--- config.mk ---
export PLATFORM = sky130hd
export DESIGN_NAME = ram_share_ctrl
export DESIGN_NICKNAME = d
export VERILOG_FILES = /design/src/rtl/ram_share_pkg.sv /design/src/rtl/rr_arb2.sv /design/src/rtl/ram_share_ctrl.sv
export SDC_FILE = /design/constraint.sdc
export NUM_CORES = 1
export LEC_CHECK = 0
export BUFFER_PORTS_ARGS = -buffer_cell sky130_fd_sc_hd__buf_2
export CORE_MARGIN = 2
export CORE_UTILIZATION = 43
export DETAILED_ROUTE_END_ITERATION = 12
export GPL_TIMING_DRIVEN = 0
export PLACE_DENSITY = 0.78
export SLEW_MARGIN = 5
export SYNTH_ARGS = -nofsm -noshare
export SYNTH_HDL_FRONTEND = slang
export SYNTH_HIERARCHICAL = 1
export SYNTH_SLANG_ARGS = --single-unit
--- constraint.sdc ---
create_clock -name i_clock -period 2.2 [get_ports i_clock]
set_clock_uncertainty 0.05 [all_clocks]
set_input_delay 0.44 -clock i_clock [delete_from_list [all_inputs] [get_ports i_clock]]
set_output_delay 0.44 -clock i_clock [all_outputs]
set_load 0.01 [all_outputs]
--- src/rtl/ram_share_pkg.sv ---
// Shared types and default widths for the RAM sharing controller.
package ram_share_pkg;
  localparam int ADDR_W_DEF = 5;
  localparam int DATA_W_DEF = 3;

  typedef enum logic {S_CLEAR = 1'b0, S_SERVE = 1'b1} state_t;
  typedef enum logic {REQ_A = 1'b0, REQ_B = 1'b1} req_id_t;
endpackage

--- src/rtl/rr_arb2.sv ---
// Two-way round-robin arbiter: one grant per cycle, the requester not granted
// most recently wins a contention. Every grant is an accepted transfer, since a
// grant is only ever given to a requester that is currently valid.
module rr_arb2
  import ram_share_pkg::*;
(
  input  logic i_clk,
  input  logic i_rst_n,
  input  logic i_en,
  input  logic i_req_a,
  input  logic i_req_b,
  output logic o_gnt_a,
  output logic o_gnt_b
);
  req_id_t r_last;
  logic    w_gnt_a;
  logic    w_gnt_b;

  // Grant decision from the current valids and the last-grant pointer.
  always_comb begin
    w_gnt_a = i_en & i_req_a & (~i_req_b | (r_last == REQ_B));
    w_gnt_b = i_en & i_req_b & (~i_req_a | (r_last == REQ_A));
  end

  // The pointer starts at "B last" so A wins the first contention.
  always_ff @(posedge i_clk or negedge i_rst_n) begin
    if (!i_rst_n)     r_last <= REQ_B;
    else if (w_gnt_a) r_last <= REQ_A;
    else if (w_gnt_b) r_last <= REQ_B;
  end

  assign o_gnt_a = w_gnt_a;
  assign o_gnt_b = w_gnt_b;
endmodule

--- src/rtl/ram_share_ctrl.sv ---
// Single-port RAM sharing controller: clears the array after reset, then
// arbitrates the port between requesters A and B. It returns read data one
// cycle after acceptance, matching the RAM's registered-address read.
module ram_share_ctrl
  import ram_share_pkg::*;
#(
  parameter int ADDR_W         = ADDR_W_DEF,
  parameter int DATA_W         = DATA_W_DEF,
  parameter bit CLEAR_ON_RESET = 1'b1
) (
  input  logic              i_clock,
  input  logic              i_reset_n,
  input  logic              i_a_valid,
  input  logic              i_a_we,
  input  logic [ADDR_W-1:0] i_a_addr,
  input  logic [DATA_W-1:0] i_a_wdata,
  input  logic              i_b_valid,
  input  logic              i_b_we,
  input  logic [ADDR_W-1:0] i_b_addr,
  input  logic [DATA_W-1:0] i_b_wdata,
  output logic              o_a_ready,
  output logic              o_b_ready,
  output logic              o_a_rsp_valid,
  output logic              o_b_rsp_valid,
  output logic [DATA_W-1:0] o_a_rsp_data,
  output logic [DATA_W-1:0] o_b_rsp_data,
  output logic [ADDR_W-1:0] o_ram_address,
  output logic [DATA_W-1:0] o_ram_data,
  output logic              o_ram_wren,
  input  logic [DATA_W-1:0] i_ram_q,
  output logic              o_busy
);
  localparam logic [ADDR_W-1:0] LAST_ADDR = '1;
  localparam state_t            RST_STATE = CLEAR_ON_RESET ? S_CLEAR : S_SERVE;

  state_t            r_state;
  state_t            w_state_nxt;
  logic [ADDR_W-1:0] r_clr_addr;
  logic [ADDR_W-1:0] r_addr;
  logic              r_rsp_vld;
  req_id_t           r_rsp_owner;

  logic              w_serve;
  logic              w_gnt_a;
  logic              w_gnt_b;
  logic              w_grant_we;
  logic [ADDR_W-1:0] w_addr;
  logic [DATA_W-1:0] w_data;
  logic              w_wren;
  logic              w_busy;

  // Arbitration is enabled only in serving state and never while reset is held.
  assign w_serve = (r_state == S_SERVE) & i_reset_n;

  rr_arb2 u_arb (
    .i_clk   (i_clock),
    .i_rst_n (i_reset_n),
    .i_en    (w_serve),
    .i_req_a (i_a_valid),
    .i_req_b (i_b_valid),
    .o_gnt_a (w_gnt_a),
    .o_gnt_b (w_gnt_b)
  );

  assign w_grant_we = w_gnt_a ? i_a_we : i_b_we;

  // Next state and RAM port mux. An idle port keeps its last address.
  always_comb begin
    w_state_nxt = r_state;
    w_addr      = r_addr;
    w_data      = '0;
    w_wren      = 1'b0;
    w_busy      = 1'b0;
    case (r_state)
      S_CLEAR: begin
        w_busy = 1'b1;
        w_wren = i_reset_n;   // keep the RAM untouched while reset is held
        w_addr = r_clr_addr;
        if (r_clr_addr == LAST_ADDR) w_state_nxt = S_SERVE;
      end
      S_SERVE: begin
        if (w_gnt_a) begin
          w_addr = i_a_addr;
          w_wren = i_a_we;
          w_data = i_a_we ? i_a_wdata : '0;
        end else if (w_gnt_b) begin
          w_addr = i_b_addr;
          w_wren = i_b_we;
          w_data = i_b_we ? i_b_wdata : '0;
        end
      end
      default: w_state_nxt = RST_STATE;
    endcase
  end

  // State, clear counter (stops at the last word) and held RAM address.
  always_ff @(posedge i_clock or negedge i_reset_n) begin
    if (!i_reset_n) begin
      r_state    <= RST_STATE;
      r_clr_addr <= '0;
      r_addr     <= '0;
    end else begin
      r_state <= w_state_nxt;
      r_addr  <= w_addr;
      if (r_state == S_CLEAR && r_clr_addr != LAST_ADDR)
        r_clr_addr <= r_clr_addr + 1'b1;
    end
  end

  // Response pipeline: remember who issued a read this cycle.
  always_ff @(posedge i_clock or negedge i_reset_n) begin
    if (!i_reset_n) begin
      r_rsp_vld   <= 1'b0;
      r_rsp_owner <= REQ_A;
    end else begin
      r_rsp_vld <= (w_gnt_a | w_gnt_b) & ~w_grant_we;
      if (w_gnt_a | w_gnt_b) r_rsp_owner <= w_gnt_b ? REQ_B : REQ_A;
    end
  end

  assign o_a_ready     = w_gnt_a;
  assign o_b_ready     = w_gnt_b;
  assign o_a_rsp_valid = r_rsp_vld & (r_rsp_owner == REQ_A);
  assign o_b_rsp_valid = r_rsp_vld & (r_rsp_owner == REQ_B);
  assign o_a_rsp_data  = i_ram_q;
  assign o_b_rsp_data  = i_ram_q;
  assign o_ram_address = w_addr;
  assign o_ram_data    = w_data;
  assign o_ram_wren    = w_wren;
  assign o_busy        = w_busy;
endmodule

## Yosys cells after proc, flatten, opt, wreduce, memory -nomap -nowiden

Index checks and enable logic that the tools add are counted.

| word-level totals | value |
|---|---|
| flip-flop bits (word level) | 14 |
| word-level logic and storage cells | 46 |

| operators by class | value |
|---|---|
| $add $sub $neg | 1 |
| equality and inequality tests | 2 |
| muxes and demuxes | 18 |
| bitwise operators | 17 |
| reductions and logical operators | 2 |

Operator list:

| operator | count |
|---|---|
| $mux W3 | 5 |
| $mux W5 | 2 |
| $pmux W5 S2 | 1 |
| $mux W1 | 9 |
| $and A1 B1 Y1 | 8 |
| $not A1 Y1 | 6 |
| $add A5 B1 Y5 const B | 1 |
| $eq A5 B5 Y1 const B | 1 |
| $ne A5 B5 Y1 const B | 1 |
| $or A1 B1 Y1 | 3 |
| $pmux W1 S2 | 1 |
| $reduce_bool A2 Y1 | 1 |
| $logic_and A1 B1 Y1 | 1 |

## Logic depth before layout (Yosys ltp)

Gate-level depths: netlist of the first run.

| logic depth | value |
|---|---|
| depth after elaboration | 6 |
| depth in mapped cells | 8 |

## By module

Netlist of the first run, hierarchy kept.

Modules (own cells, without submodules):

| module | instances | cells each | area an instance (um^2) | seq. area each (um^2) |
|---|---|---|---|---|
| ram_share_ctrl | 1 | 73 | 750.7 | 325.3 |
| rr_arb2 | 1 | 8 | 62.6 | 26.3 |

## Worst setup path before layout of the first run

OpenSTA, ideal clock, no wires.

| timing path | value |
|---|---|
| path kind | reg2out |
| start | register r_state |
| end | output o_ram_data[1] |
| data arrival time | 1,695 ps |
| setup slack | 15 ps |
| stages on the path, launching flop included | 9 |
| path buffers | 2 |
| cell sequence | dfrtp_1 buf_4 and2_1 nand2_1 a21oi_1 buf_4 and3b_4 a32oi_1 nor2_1 |

| on the way | value |
|---|---|
| longest elaborated chain between the ends | 6 |

Ends and longest elaborated chain:

| element | RTL line | RTL |
|---|---|---|
| start: declaration | ram_share_ctrl.sv:36 | `state_t r_state;` |
| start signal: assignment | ram_share_ctrl.sv:103 | `r_state <= w_state_nxt;` |
| $and A1 B1 Y1 | ram_share_ctrl.sv:53 | `assign w_serve = (r_state == S_SERVE) & i_reset_n;` |
| via w_serve | ram_share_ctrl.sv:43 | `logic w_serve;` |
| $and A1 B1 Y1 (2 in series) | rr_arb2.sv:22 | `w_gnt_b = i_en & i_req_b & (~i_req_a \| (r_last == REQ_A));` |
| via o_b_ready | ram_share_ctrl.sv:22 | `output logic o_b_ready,` |
| $mux W3 | ram_share_ctrl.sv:86 | `end else if (w_gnt_b) begin` |
| $mux W3 | ram_share_ctrl.sv:82 | `if (w_gnt_a) begin` |
| $mux W3 | ram_share_ctrl.sv:74 | `case (r_state)` |
| end: declaration | ram_share_ctrl.sv:28 | `output logic [DATA_W-1:0] o_ram_data,` |

The timed path passes the listed nets, and every way through them passes these cells.

## Worst setup path in the final report of the first run

| timing path | value |
|---|---|
| start | register u_arb.r_last |
| end | output o_ram_data[2] |

| on the way | value |
|---|---|
| longest elaborated chain between the ends | 6 |

Ends and longest elaborated chain:

| element | RTL line | RTL |
|---|---|---|
| start: declaration | rr_arb2.sv:15 | `req_id_t r_last;` |
| start signal: assignment | rr_arb2.sv:27 | `if (!i_rst_n) r_last <= REQ_B;` |
| start signal: assignment | rr_arb2.sv:28 | `else if (w_gnt_a) r_last <= REQ_A;` |
| start signal: assignment | rr_arb2.sv:29 | `else if (w_gnt_b) r_last <= REQ_B;` |
| $not A1 Y1 | rr_arb2.sv:22 |  |
| $or A1 B1 Y1 | rr_arb2.sv:22 |  |
| $and A1 B1 Y1 | rr_arb2.sv:22 |  |
| $mux W3 | ram_share_ctrl.sv:86 |  |
| $mux W3 * | ram_share_ctrl.sv:82 |  |
| $mux W3 * | ram_share_ctrl.sv:74 |  |

Every way passes the cells marked *; elsewhere a longest branch is shown, timed or not.

==> results of run 1 <==
## how the worst min path moves through the flow
stage	to	cells past startpoint	slack, ns
floorplan	r_addr[0]	0	0.09
global placement	r_addr[2]	1	0.31
detailed placement	r_addr[4]	1	0.31
CTS	u_arb/r_last	1	0.05
global route	u_arb/r_last	1	0.05
finish	u_arb/r_last	1	0.05
## worst max-delay path, delay by kind of cell, from the launching register on
| family | cells | cell delay [ns] |
|---|---|---|
| AOI/OAI and AO/OA | 2 | 0.46 |
| and+or+nand+nor | 2 | 0.34 |
| DFF | 1 | 0.58 |
| buffers and inverters | 2 | 0.23 |
## cells in the mapped netlist
master,instances,area (um^2)
a211oi_1,5,37.5
dfrtp_1,13,325
o22ai_1,1,6.26
dfstp_2,1,26.3
and3_1,2,12.5
and3b_4,1,12.5
ha_1,2,25.0
clkinv_1,1,3.75
mux2_2,2,22.5
nor2_1,5,18.8
nor2_2,1,6.26
o21ai_0,5,25.0
a21oi_2,3,26.3
xnor2_1,3,26.3
nand4_1,1,6.26
and2b_1,3,22.5
inv_1,4,15.0
a32oi_1,3,26.3
nor2b_1,3,18.8
buf_4,8,60.1
and2_1,2,12.5
buf_2,1,5.00
a21oi_1,2,10.0
nand2_1,3,11.3
o2bb2ai_1,5,43.8
a21o_1,1,7.51
## where the power goes
| group | leakage (nW) | internal [W] | switching [W] |
|---|---|---|---|
| Clock | 0.0210 | 0.000101 | 0.0000893 |
| Combinational | 0.485 | 0.000175 | 0.000133 |
| Sequential | 0.145 | 0.000287 | 0.0000136 |
## repair_timing
item                       4_1_cts  5_1_grt
gates cloned                     0        0
setup endpoints to repair        9       11
hold endpoints to repair        13        0
pin swaps                       13        4
resized for setup               28        3
setup buffers                   19        2
hold buffers                     1        0
## flip-flops by register name (all words and copies together), names as in the netlist
register      count
r_addr            5
r_clr_addr        5
r_rsp_owner       1
r_rsp_vld         1
r_state           1
u_arb/r_last      1
## layout make-up
type                            instances  area, um^2
Multi-Input combinational cell         53         447
Buffer                                  8        67.6
Sequential cell                        14         352
Inverter                                5        18.8
Clock buffer                            4        36.3
Tap cell                               25        31.3
Fill cell                             118         395
Timing Repair Buffer                   62         398
## per-layer routing
metal | track usage (%) | share of wire, % | wire (um)
met5 | 0 | 0 | 0
met2 | 45.9 | 53 | 1390
met3 | 2.26 | 5.4 | 140
met1 | 29.7 | 38 | 995
met4 | 12.2 | 2.8 | 74
## kinds of logic (layout without fill, tap and decap cells)
family                   Yosys count  after routing  synth area share (%)
flip-flops                        14             14                  43.2
adder cells (fa/ha/maj)            2              2                  3.08
AND/OR/NAND/NOR                   21             21                  14.9
XOR/XNOR                           3              3                  3.23
multiplexers                       2              2                  2.77
buffers and inverters             14             79                  10.3
AO/OA/AOI/OAI                     25             25                  22.5
## per-stage QoR
stage	utilization, %	setup TNS (ns)
after floorplan	-	0
after detailed placement	60.1	-3.76
final	77.3	-1.19
after global placement	60.1	-3.33
after CTS	76.6	-0.765
after global routing	77.3	-1.96
==> results.yml, run 1 <==
cells_and_area:
  fin_cells: 171
  mostFrequentLayoutCells: "buf_2, buf_4, dfrtp_1"
  diodes: 0
  layout_commonest_cell: "buf_2"
  fin_nets: 174
  fin_area_um2: 1350
  drive_above_1_share_pct: 64.4
  area_delta_synth_final_pct: 66.0
placed_design:
  port_buffers: 41
  gp_congestion: 0.777
  dpl-instance-area_um2: 1050
  hpwl_um: 1470
  post-place-cells: 147
  pre_cts_slack_ns: -0.505
timing:
  fin_ws_ns: -0.181
  slew_headroom_pct: 61.4
  setup_viol: 10
  fin_crit_ns: 2.38
  rsz0062_at_grt: "true"
  drv_slew: 0
  final_hold_viol_count: 0
  fmax_mhz: 420
  max_slew.worst_pin.slew_ns: 0.578
  period_share_pct: 108
  hold-worst-slack_ns: 0.0498
power:
  finalPower_w: 0.000799
  ir_drop_v: 0.000522
  p_leak_nw: 0.652
  power_density_nw_per_um2: 592
synthesis:
  synth.distinct_cells: 26
  ys_warn_count: 6
  syn_nets: 108
  seq_area_frac_synth_pct: 43.2
  syn_inst: 81
  synth_area_um2: 813
  synth-seq-cells: 14
  avgSynthCellArea_um2: 10.0
global_routing:
  antenna_found_initial: 0
  grt_pass1_wl_um: 3810
  grt_max_degree: 14
  grt_pass1_vias: 825
  grt_usage_pct: 25.3
  overflow: 0
critical_path:
  worst_setup_path_end_kind: "output port"
  required_ns: 1.71
  reg2reg_depth: 13
  slowest_delay_ns: 0.58
  start_kind: "register"
  reg2reg_slack_ns: -0.03
  startpoint: "u_arb/r_last"
  crit_end: "o_ram_data[2]"
  path_max_fanout: 4
  r2r-start: "r_state"
  crit_path_top_delay_cell: "dfstp_2"
  cp.arrival_ns: 1.89
  critPathKind: "reg -> out"
  worstReg2RegEnd: "r_addr[2]"
  critical_path.cell_chain: "inv_1 > a21oi_2 > and3b_4 > a32oi_1 > nor2_1 > buf_2"
floorplan:
  coreArea_um2: 1750
  die_w_um: 47.5
  die_h_um: 47.5
  start_util_pct: 46.6
  ios: 45
  die_area_um2: 2260
  rows: 15
route:
  routed_via_density: 5.18
  drc: 0
  wl_um: 2600
  via_count: 885
  drtIter0Drc: 19
  wl_per_cell_um: 15.2
  drtAntennaViolNets: 0
  drt-pass1-iter-count: 4
clock_network:
  cts_buffers: 3
  htree_levels: 1
  cts_tree: "built"
  cts_root_buffer: "clkbuf_4"
  clockBufferDepth: 2
  clk_pin_slew_ns: 0.09
  clk_latency_ns: 0.29
  clkSinkCount: 14
status:
  status: "finished, violations left"
  violations: "negative setup slack"
min_path:
  worstHoldPathType: "in -> async"
job:
  maxCapViolations: 0
Power figures use the tool's default switching activity.
==> run 2, diff against run 1 <==
- CAP_MARGIN: unset -> 30
- CORE_ASPECT_RATIO: unset -> 1.2
- CORE_MARGIN: 2 -> 10
==> run 2 against run 1 <==
The run still ends with negative setup slack left. Sequential share of layout area increased by 2.3 points. Maximum frequency increased by 5.6%. Combinational power decreased by 27%. Via count decreased by 8.7%. Register-to-register slack improved by 0.49 ns. Final area decreased by 8.2%. Sequential power decreased by 1%. Die area increased by 79%.
==> results.yml, run 2 (same netlist as run 1, synthesis figures left out) <==
status:
  violations: "negative setup slack"
  status: "finished, violations left"
floorplan:
  coreArea_um2: 1830
  die_area_um2: 4040
  start_util_pct: 44.5
  die_w_um: 59.7
  die_h_um: 67.6
  ios: 45
  rows: 17
job:
  maxCapViolations: 0
cells_and_area:
  top_regs: "r_addr x5, r_clr_addr x5"
  drive_above_1_share_pct: 61.0
  mostFrequentLayoutCells: "buf_2, buf_4, dfrtp_1"
  layout_commonest_cell: "buf_2"
  fin_nets: 164
  post-route-util_pct: 67.8
  ff_latch_area_um2: 352
  fin_cells: 155
  fillers: 160
  diodes: 0
  area_delta_synth_final_pct: 52.5
  multi_input_area_um2: 449
clock_network:
  clk_pin_slew_ns: 0.08
  clk_latency_ns: 0.28
  cts_root_buffer: "clkbuf_4"
  cts_buffers: 3
  htree_levels: 1
  clockBufferDepth: 2
  clkSinkCount: 14
  cts_tree: "built"
placed_design:
  port_buffers: 41
  pre_cts_slack_ns: -0.465
  post-place-cells: 141
  hpwl_um: 1810
  gp_congestion: 0.740
timing:
  max_slew.worst_pin.slew_ns: 0.595
  setup_viol: 8
  period_share_pct: 102
  drv_slew: 0
  slew_headroom_pct: 60.2
  fin_ws_ns: -0.0546
  fmax_mhz: 444
  rsz0062_at_grt: "true"
  fin_crit_ns: 2.25
  final_hold_viol_count: 0
global_routing:
  antenna_found_initial: 0
  grt_usage_pct: 11.9
  grt_max_degree: 14
  grt_pass1_vias: 844
  overflow: 0
  grt_pass1_wl_um: 3740
min_path:
  worstHoldPathType: "in -> async"
power:
  power_density_nw_per_um2: 572
  p_leak_nw: 0.597
  finalPower_w: 0.000709
  ir_drop_v: 0.000436
route:
  via_count: 808
  drtIter0Drc: 22
  wl_per_cell_um: 15.6
  routed_via_density: 5.21
  wl_um: 2420
  drt-pass1-iter-count: 4
  drc: 0
  drtAntennaViolNets: 0
critical_path:
  path_max_fanout: 7
  start_kind: "register"
  startpoint: "u_arb/r_last"
  r2r-start: "r_clr_addr[0]"
  required_ns: 1.71
  cp.arrival_ns: 1.76
  worst_setup_path_end_kind: "output port"
  critPathKind: "reg -> out"
==> run 2: worst max-delay path, cell delays in order (launching register included) <==
cell and delay (ns):
dfstp_2 0.54, buf_4 0.12, a21oi_4 0.06, buf_6 0.13
buf_4 0.13, a211oi_2 0.23, o22ai_2 0.10, buf_2 0.15
==> run 2: through the flow <==
step / instance area (um^2) / setup TNS (ns) / hold WS, ns
final: 1240 / -0.0916 / 0.0486
after global routing: 1240 / -0.962 / 0.0458
after CTS: 1220 / -0.480 / 0.0493
after detailed placement: 1040 / -3.78 / 0.313
after global placement: 1040 / -3.02 / 0.306
after floorplan: 813 / 0 / 0.0944
==> run 2: area by class of cell <==
type | instances | area share, %
flip-flops and latches | 14 | 28.4
multi-input cells | 53 | 36.2
repair buffers | 52 | 23.6
well taps | 19 | 1.92
inverters | 5 | 1.51
clock buffers | 4 | 2.93
plain buffers | 8 | 5.45
==> run 2: path summary, 6_finish.rpt <==
path / slack, ns / to / cells past startpoint
setup / recovery: -0.05 / o_ram_address[0] / 7
hold / removal: 0.05 / u_arb/r_last / 1
setup reg to reg: 0.46 / r_clr_addr[4] / 5
hold reg to reg: 0.47 / r_rsp_owner / 1
max in group asynchronous: 1.05 / r_clr_addr[2] / 2
min in group i_clock: 0.37 / r_rsp_vld / 2
==> run 2: per-layer routing <==
metal	up-vias	share of wire [%]	track usage, %
met4	0	1.2	4.21
met5	-	0	0
li1	393	-	-
met2	23	56	22.8
met3	5	10	5.25
met1	387	33	10.6
==> run 2: repair_timing <==
| action | CTS | global route |
|---|---|---|
| hold buffers | 1 | 0 |
| gates cloned | 0 | 0 |
| endpoints found under the setup margin | 9 | 9 |
| pin swaps | 15 | 4 |
| setup buffers | 9 | 1 |
| gates resized for setup | 17 | 5 |
| hold endpoints to repair | 13 | 0 |
==> run 2: power breakdown <==
group | switching (W) | internal [W] | leakage, nW
combinational | 0.000112 | 0.000112 | 0.430
sequential | 0.00000963 | 0.000287 | 0.145
clock | 0.0000871 | 0.000101 | 0.0210
total | 0.000209 | 0.000500 | 0.597
==> run 3, diff against run 2 <==
- SYNTH_HIERARCHICAL: 1 -> unset
==> run 3 against run 2 <==
The run now ends clean. Clock power shrank 16%. Clock-buffer cell count stayed put. Via count down 0.37%. Flip-flop and latch count is the same. Utilization fell by 2.3 points. Routed wire length increased by 0.66%. Critical path depth shrank 2. Critical path type unchanged. Maximum frequency is 2.9% higher.
==> results.yml, run 3 <==
status:
  status: "finished, final reports clean"
global_routing:
  overflow: 0
  antenna_found_initial: 0
  grt_max_degree: 24
  grt_usage_pct: 11.7
  grt_pass1_wl_um: 3810
  grt_pass1_vias: 813
floorplan:
  rows: 17
  start_util_pct: 44.9
  coreArea_um2: 1810
  die_w_um: 59.7
  die_area_um2: 4030
  ios: 45
  die_h_um: 67.6
timing:
  period_share_pct: 99.6
  rsz0062_at_grt: "true"
  fmax_mhz: 456
  slew_headroom_pct: 58.6
  fin_ws_ns: 0.00875
  max_slew.worst_pin.slew_ns: 0.618
  drv_slew: 0
  fin_crit_ns: 2.19
  final_hold_viol_count: 0
  setup_viol: 0
clock_network:
  htree_levels: 1
  cts_root_buffer: "clkbuf_4"
  clk_pin_slew_ns: 0.08
  clkSinkCount: 14
  clockBufferDepth: 2
  clk_latency_ns: 0.29
  cts_buffers: 3
  cts_tree: "built"
cells_and_area:
  area_delta_synth_final_pct: 45.8
  drive_above_1_share_pct: 54.5
  post-route-util_pct: 65.5
  fin_nets: 160
  mostFrequentLayoutCells: "buf_2, dfrtp_1, inv_1, buf_4, o21ai_0"
  ff_latch_area_um2: 352
  fillers: 146
  diodes: 0
  multi_input_area_um2: 424
  top_regs: "r_addr x5, r_clr_addr x5"
  layout_commonest_cell: "buf_2"
route:
  drtIter0Drc: 16
  wl_per_cell_um: 16.1
  drt-pass1-iter-count: 4
  via_count: 805
  drtAntennaViolNets: 0
  routed_via_density: 5.33
  wl_um: 2430
  drc: 0
power:
  finalPower_w: 0.000636
  power_density_nw_per_um2: 538
  p_leak_nw: 0.613
  ir_drop_v: 0.000352
critical_path:
  crit_path_top_delay_cell: "dfstp_2"
  worst_setup_path_end_kind: "output port"
  required_ns: 1.71
  start_kind: "register"
  critPathKind: "reg -> out"
  path_max_fanout: 4
  slowest_delay_ns: 0.55
  critical_path.cell_chain: "and2b_4 > or3_4 > clkinv_4 > a32o_2 > buf_6"
  cp.arrival_ns: 1.70
job:
  maxCapViolations: 0
synthesis:
  ys_warn_count: 0
  syn_inst: 84
  syn_nets: 111
  yosysMostFrequentCell: "dfrtp_1"
  synth_top_area_cell: "dfrtp_1"
  seq_area_frac_synth_pct: 43.3
  async_reset_ff_share_pct: 100
  synth_top_flop_cell: "dfrtp_1"
  synth_area_um2: 812
  synth_edf_count: 0
  synth_area_leaders: "dfrtp_1, o32ai_1, buf_4"
  synth_common_cells: "dfrtp_1, inv_1, o21ai_0"
  avgSynthCellArea_um2: 9.67
  synth-seq-cells: 14
  synth.distinct_cells: 27
  synth_top_area_share_pct: 40.1
placed_design:
  hpwl_um: 1830
  port_buffers: 41
  gp_congestion: 0.810
  pre_cts_slack_ns: -0.0630
min_path:
  worstHoldPathType: "in -> async"
[run 3: cell count changes after synthesis, moves of 5 or more]
| cell | change |
|---|---|
| nor3_1 | +6 |
| inv_1 | +6 |
| o2bb2ai_1 | -5 |
| o32ai_1 | +6 |
| a211oi_1 | -5 |
| nor3b_1 | +5 |
[run 3: critical path: cells and delay by family (launching register included)]
| kind | cells | cell delay, ns |
|---|---|---|
| AO/OA/AOI/OAI | 1 | 0.17 |
| flip-flops | 1 | 0.55 |
| buffers and inverters | 2 | 0.16 |
| AND/OR/NAND/NOR | 2 | 0.53 |
[run 3: layer usage]
metal  global-route usage [%]  up-vias  routed length (um)
li1                         -      393                   -
met1                     12.2      373                 910
met2                     20.4       32                1230
met3                     4.88        7                 258
met4                     4.49        0                  31
met5                        0        -                   0
[run 3: timing repair]
action                                 in CTS  in global routing
gates cloned                                0                  0
endpoints found under the hold margin      13                 13
pin swaps                                   7                  3
gates resized for setup                     6                 11
buffers inserted                            3                  0
setup endpoints to repair                   8                 10
[run 3: final timing paths]
| kind | cells past startpoint | endpoint | slack [ns] | start |
|---|---|---|---|---|
| worst max-delay path | 5 | o_ram_data[1] | 0.009 | u_arb.r_last |
| worst min-delay path | 1 | u_arb.r_last | 0.1 | i_reset_n |
| worst max register to register | 6 | r_clr_addr[3] | 0.37 | r_clr_addr[0] |
| worst min register to register | 1 | r_rsp_owner | 0.45 | r_rsp_owner |
| max in group asynchronous | 2 | r_clr_addr[4] | 0.97 | i_reset_n |
| min in group i_clock | 1 | r_rsp_owner | 0.45 | r_rsp_owner |
[run 3: kinds of logic after synthesis]
group           synth area share (%)
fa+ha+maj                       3.08
compound gates                  21.0
xor+xnor                        3.24
simple gates                    17.6
buf+inv                         11.9
flops                           43.3
[run 3: power by group]
group	switching (W)	internal, W
Sequential	0.00000854	0.000283
Combinational	0.0000893	0.0000974
Clock	0.0000878	0.0000705
[run 3: area by class of cell]
class / count / share of cell area [%]
Buffer: 7 / 4.44
Clock buffer: 4 / 2.22
Inverter: 11 / 3.91
Multi-Input combinational cell: 51 / 35.8
Sequential cell: 14 / 29.7
Tap cell: 19 / 2.01
Timing Repair Buffer: 45 / 21.9
[run 3: metrics by stage]
step	setup TNS (ns)	hold slack, ns	area, um^2	cells
finish	0	0.0951	1180	151
global route	-0.212	0.0914	1180	151
CTS	-0.105	-0.0367	1120	151
detailed placement	-0.349	0.354	1040	144
global placement	-0.0484	0.344	1040	144
floorplan	0	0.0944	812	84
